File: src/rtl/cpu_types_pkg.sv
// Shared CPU datapath types plus the branch target buffer entry layout and counter helper.
package cpu_types_pkg;

    typedef logic [31:0] word_t;

    localparam int BTB_ENTRIES = 16;
    localparam int BTB_IDX_W   = $clog2(BTB_ENTRIES);
    localparam int BTB_TAG_W   = 32 - 2 - BTB_IDX_W;

    typedef struct packed {
        logic                 valid;
        logic [BTB_TAG_W-1:0] tag;
        word_t                target;
        logic [1:0]           ctr;
    } btb_entry_t;

    // 2-bit direction counter: saturates at 2'b11 when taken and at 2'b00 when not taken
    function automatic logic [1:0] sat2_update(input logic [1:0] ctr, input logic taken);
        logic [1:0] nxt;
        nxt = ctr;
        if (taken && ctr != 2'b11) begin
            nxt = ctr + 2'b01;
        end else if (!taken && ctr != 2'b00) begin
            nxt = ctr - 2'b01;
        end
        return nxt;
    endfunction

endpackage

File: src/rtl/branch_target_buffer.sv
// Direct-mapped BTB: combinational lookup of the fetch PC, registered training from resolved branches.
// Lookup latency 0 cycles, update visible the cycle after upd_en; no backpressure, one update accepted per cycle.
module branch_target_buffer
    import cpu_types_pkg::*;
#(
    parameter int ENTRIES = BTB_ENTRIES,
    parameter int IDX_W   = $clog2(ENTRIES),
    parameter int TAG_W   = 32 - 2 - IDX_W
) (
    input  logic  CLK,
    input  logic  nRST,
    input  word_t imemaddr,
    output logic  psel,
    output word_t pPC,
    input  logic  upd_en,
    input  word_t upd_pc,
    input  word_t upd_target,
    input  logic  upd_taken
);

    logic [ENTRIES-1:0] r_valid;
    logic [TAG_W-1:0]   r_tag    [ENTRIES];
    word_t              r_target [ENTRIES];
    logic [1:0]         r_ctr    [ENTRIES];

    logic [IDX_W-1:0] w_idx;
    logic [TAG_W-1:0] w_tag;
    logic             w_hit;
    logic [IDX_W-1:0] w_uidx;
    logic [TAG_W-1:0] w_utag;
    logic             w_uhit;
    logic             w_unused;

    // Byte-offset bits never select an entry
    assign w_unused = ^{imemaddr[1:0], upd_pc[1:0]};

    assign w_idx  = imemaddr[IDX_W+1:2];
    assign w_tag  = imemaddr[31:IDX_W+2];
    assign w_hit  = r_valid[w_idx] && (r_tag[w_idx] == w_tag);
    assign psel   = w_hit && r_ctr[w_idx][1];
    assign pPC    = psel ? r_target[w_idx] : '0;

    assign w_uidx = upd_pc[IDX_W+1:2];
    assign w_utag = upd_pc[31:IDX_W+2];
    assign w_uhit = r_valid[w_uidx] && (r_tag[w_uidx] == w_utag);

    always_ff @(posedge CLK) begin
        if (!nRST) begin
            r_valid <= '0;
            for (int i = 0; i < ENTRIES; i++) begin
                r_tag[i]    <= '0;
                r_target[i] <= '0;
                r_ctr[i]    <= '0;
            end
        end else if (upd_en) begin
            if (w_uhit) begin
                r_ctr[w_uidx] <= sat2_update(r_ctr[w_uidx], upd_taken);
                if (upd_taken) begin
                    r_target[w_uidx] <= upd_target;
                end
            end else if (upd_taken) begin
                // New or conflicting branch starts weakly taken
                r_valid[w_uidx]  <= 1'b1;
                r_tag[w_uidx]    <= w_utag;
                r_target[w_uidx] <= upd_target;
                r_ctr[w_uidx]    <= 2'b10;
            end
        end
    end

endmodule

File: config.mk
export PLATFORM = sky130hd
export DESIGN_NAME = branch_target_buffer
export DESIGN_NICKNAME = d
export VERILOG_FILES = /design/src/rtl/cpu_types_pkg.sv /design/src/rtl/branch_target_buffer.sv
export SDC_FILE = /design/constraint.sdc
export NUM_CORES = 1
export LEC_CHECK = 0
export CORE_MARGIN = 2
export CORE_UTILIZATION = 55
export DETAILED_ROUTE_END_ITERATION = 12
export PLACE_DENSITY = 0.72
export SYNTH_ARGS = -nofsm -noshare
export SYNTH_HDL_FRONTEND = slang
export SYNTH_SLANG_ARGS = --single-unit
File: constraint.sdc
create_clock -name CLK -period 8.61 [get_ports CLK]
set_clock_uncertainty 0.1 [all_clocks]
set_input_delay 2.583 -clock CLK [delete_from_list [all_inputs] [get_ports CLK]]
set_output_delay 2.583 -clock CLK [all_outputs]
set_load 0.01 [all_outputs]
==> results.cfg <==
[pwr]
seqPwrFrac_pct = 48.9
p_int_w = 0.00870
ir_drop_mv = 0.197
p_clk_share_pct = 40.6
power.switching_w = 0.00268
power_w = 0.0114
p_leak_nw = 21.3
power_frac_comb_pct = 10.5
powerDensity_nw_per_um2 = 204
switching_share_pct = 23.6

[synth]
synth-seq-area-share_pct = 58.9
synthCells = 3282
syn-num-nets = 3384
synth.most_common_cell = edfxtp_1
synth_common_cells = 960 x edfxtp_1, 553 x and3_1, 398 x and2_1
ys_warn_count = 0
async_flop_share_pct = 0
syn_area_per_cell_um2 = 15.1
synth.top_cells.by_area = edfxtp_1 58%, mux4_2 16%, and3_1 7.0%, and2_1 5.0%, clkbuf_1 2.2%
synth_top_area_share_pct = 58.3
syn_area_um2 = 49400
synthFlopType = edfxtp_1
synth-seq-cells = 976
yosys.area.top_type = edfxtp_1
synth_edf_count = 960
synth_cell_type_count = 78

[final_layout]
area_growth_pct = 13.0
fin_cells = 4546
nFillCells = 6283
drive_gt1_share_pct = 22.7
final_core_util_pct = 62.9
fin_nets = 3391

[clocking]
cts_max_level = 3
clkTransAtPathRegs_ns = 0.06
clock_sink_count = 976
ctsHoldBuffers = 0
cts_buffers = 101
cts_tree = built
clkLatencyLatePin_ns = 0.69
cts_buffer_depth = 3
cts_root_buf = clkbuf_16

[route]
dr_total_vias = 31824
drt_iter0_markers = 4853
drc = 0
routedWlPerCell_um = 33.7
totalWireLength_um = 153000
drt_pass1_iterations = 6
ant_nets = 0
viasPerCell = 7.00

[setup_path]
cp-start-kind = input pin
cp.arrival_ns = 5.92
cp-end-kind = primary output
crit_slowest_cell = clkdlybuf4s50_1
critPathMaxStageDelay_ns = 0.55
required_ns = 5.93
regToRegStartpoint = r_tag[12][15]$_SDFFCE_PN0P_
crit_chain = bufbuf_16, mux4_2, mux4_2, xnor2_1, nand4_1, nor4_2, nand4_1, buf_12, nor2b_1, clkdlybuf4s50_1
path_max_fanout = 33
rr_endpoint = r_tag[10][4]$_SDFFCE_PN0P_
r2r_setup_slack_ns = 3.67
ff2ff_path_depth = 10
critical_path_class = in -> out

[die]
row_count = 109
die_w_um = 304
initial_core_util_pct = 55.7
die_h_um = 304
io_pins = 133
core_area_um2 = 88800
die_area_um2 = 92300

[grt]
antenna_found_initial = 12
grt_pass1_wl_um = 221000
overflow = 0
grt_usage_pct = 33.1
grt_pass1_vias = 32563
grt_max_degree = 417

[hold_path]
worstHoldPathType = reg -> reg
min_to = r_valid[2]$_SDFFE_PN0P_
min_from = r_valid[2]$_SDFFE_PN0P_
holdPathStages = 1

[run_status]
violations = slew limit
status = finished, violations left

[timing]
fmaxAchievable_mhz = 116
worstMarginPinSlew_ns = 1.66
finalCritPeriodShare_pct = 99.9
final_max_slew_viol_count = 207
setup_violations = 0
final.min_clock_period_ns = 8.60
hold_viol = 0
slew_headroom_pct = -10.7

[placed_design]
place_hpwl_um = 82800
dpl.cell_count = 4341
io_buffers = 128
place.gp.congestion = 0.930

[flow_run]
drv_cap = 0
==> worst max-delay path by stage <==
stage	slack (ns)	start	end
floorplan	0.42	imemaddr[2]	pPC[10]
global placement	-0.27	imemaddr[2]	pPC[2]
detailed placement	-0.33	imemaddr[2]	pPC[14]
CTS	0.004	imemaddr[2]	pPC[14]
global route	-0.02	imemaddr[2]	pPC[18]
finish	0.01	imemaddr[2]	pPC[28]
==> area by class of cell <==
class	instances	area, µm²	share of cell area [%]
Sequential cell	976	29100	52.2
Multi-Input combinational cell	1922	19000	34.0
Timing Repair Buffer	276	2730	4.88
Clock buffer	125	2670	4.78
Tap cell	1165	1460	2.61
Clock inverter	64	811	1.45
Inverter	12	45.0	0.0806
Antenna cell	6	15.0	0.0269
==> power by group through the flow <==
stage               clock, W  sequential, W  combinational (W)
floorplan                  0        0.00562           0.000727
global placement           0        0.00563            0.00113
detailed placement         0        0.00566            0.00115
CTS                  0.00465        0.00556            0.00116
global route         0.00483        0.00558            0.00123
finish               0.00462        0.00557            0.00119
==> logic make-up after synthesis <==
| family | Yosys count | synth area share (%) |
|---|---|---|
| xor gates and xnor gates | 51 | 0.903 |
| and+or+nand+nor | 1194 | 14.8 |
| AOI/OAI and AO/OA | 189 | 2.74 |
| muxes | 486 | 19.1 |
| adders and majority gates | 2 | 0.0506 |
| buffers and inverters | 384 | 3.44 |
| DFF | 976 | 58.9 |
==> metal layers <==
metal	GRT usage, %	routed length [µm]	up-vias
li1	-	-	12818
met1	42.9	53100	16048
met2	53.1	73100	2391
met3	6.33	18000	561
met4	18.1	8960	6
met5	0	37	-
==> sequential cells by signal, summed over array words and instances, names as in the netlist <==
| name | cells |
|---|---|
| r_tag | 416 |
| r_valid | 16 |
| r_ctr | 32 |
| r_target | 512 |
==> placed cells by master, fill, tap and decap left out, types with 8 or more instances in the layout <==
master / n
o22ai_1: 9
mux2i_1: 106
clkbuf_1: 20
inv_1: 12
a22o_1: 9
a211oi_1: 9
o21ai_0: 15
nand2_1: 33
xnor2_1: 26
dfxtp_1: 16
nor2b_1: 44
xor2_1: 19
o211ai_1: 8
nor3_1: 20
mux4_1: 14
a22oi_1: 23
a21oi_1: 33
dlymetal6s2s_1: 10
mux2_2: 19
clkbuf_16: 103
edfxtp_1: 960
nor2_4: 14
nand2b_1: 8
clkinv_1: 19
buf_4: 129
mux4_2: 347
nor2_1: 33
nand3_1: 14
o21ai_4: 10
clkdlybuf4s50_1: 109
nand2b_2: 16
clkinv_2: 18
bufinv_16: 17
a21o_1: 20
and3_1: 553
buf_12: 17
and2_1: 397
==> worst max-delay path, delay by kind of cell <==
| kind | cells | cell delay, ns |
|---|---|---|
| mux | 2 | 1.05 |
| buf+inv | 3 | 1.08 |
| simple gates | 4 | 0.90 |
| xor+xnor | 1 | 0.22 |
==> stage by stage <==
stage	worst slack (ns)	setup TNS, ns	hold WS [ns]	instance area [µm²]
after floorplan	0.424	0	0.339	49400
after global placement	-0.265	-8.12	0.351	52100
after detailed placement	-0.328	-8.60	0.365	52100
after CTS	0.00397	0	0.382	55700
after global routing	-0.0208	-0.175	0.405	55800
final	0.0103	0	0.385	55900
==> what timing repair did <==
action,4_1_cts,5_1_grt
setup buffers,0,8
cloned,1,1
endpoints found under the setup margin,33,33
pin swaps,1,2
gates resized for setup,8,21
Note: power is estimated with default switching activity, not from simulation.
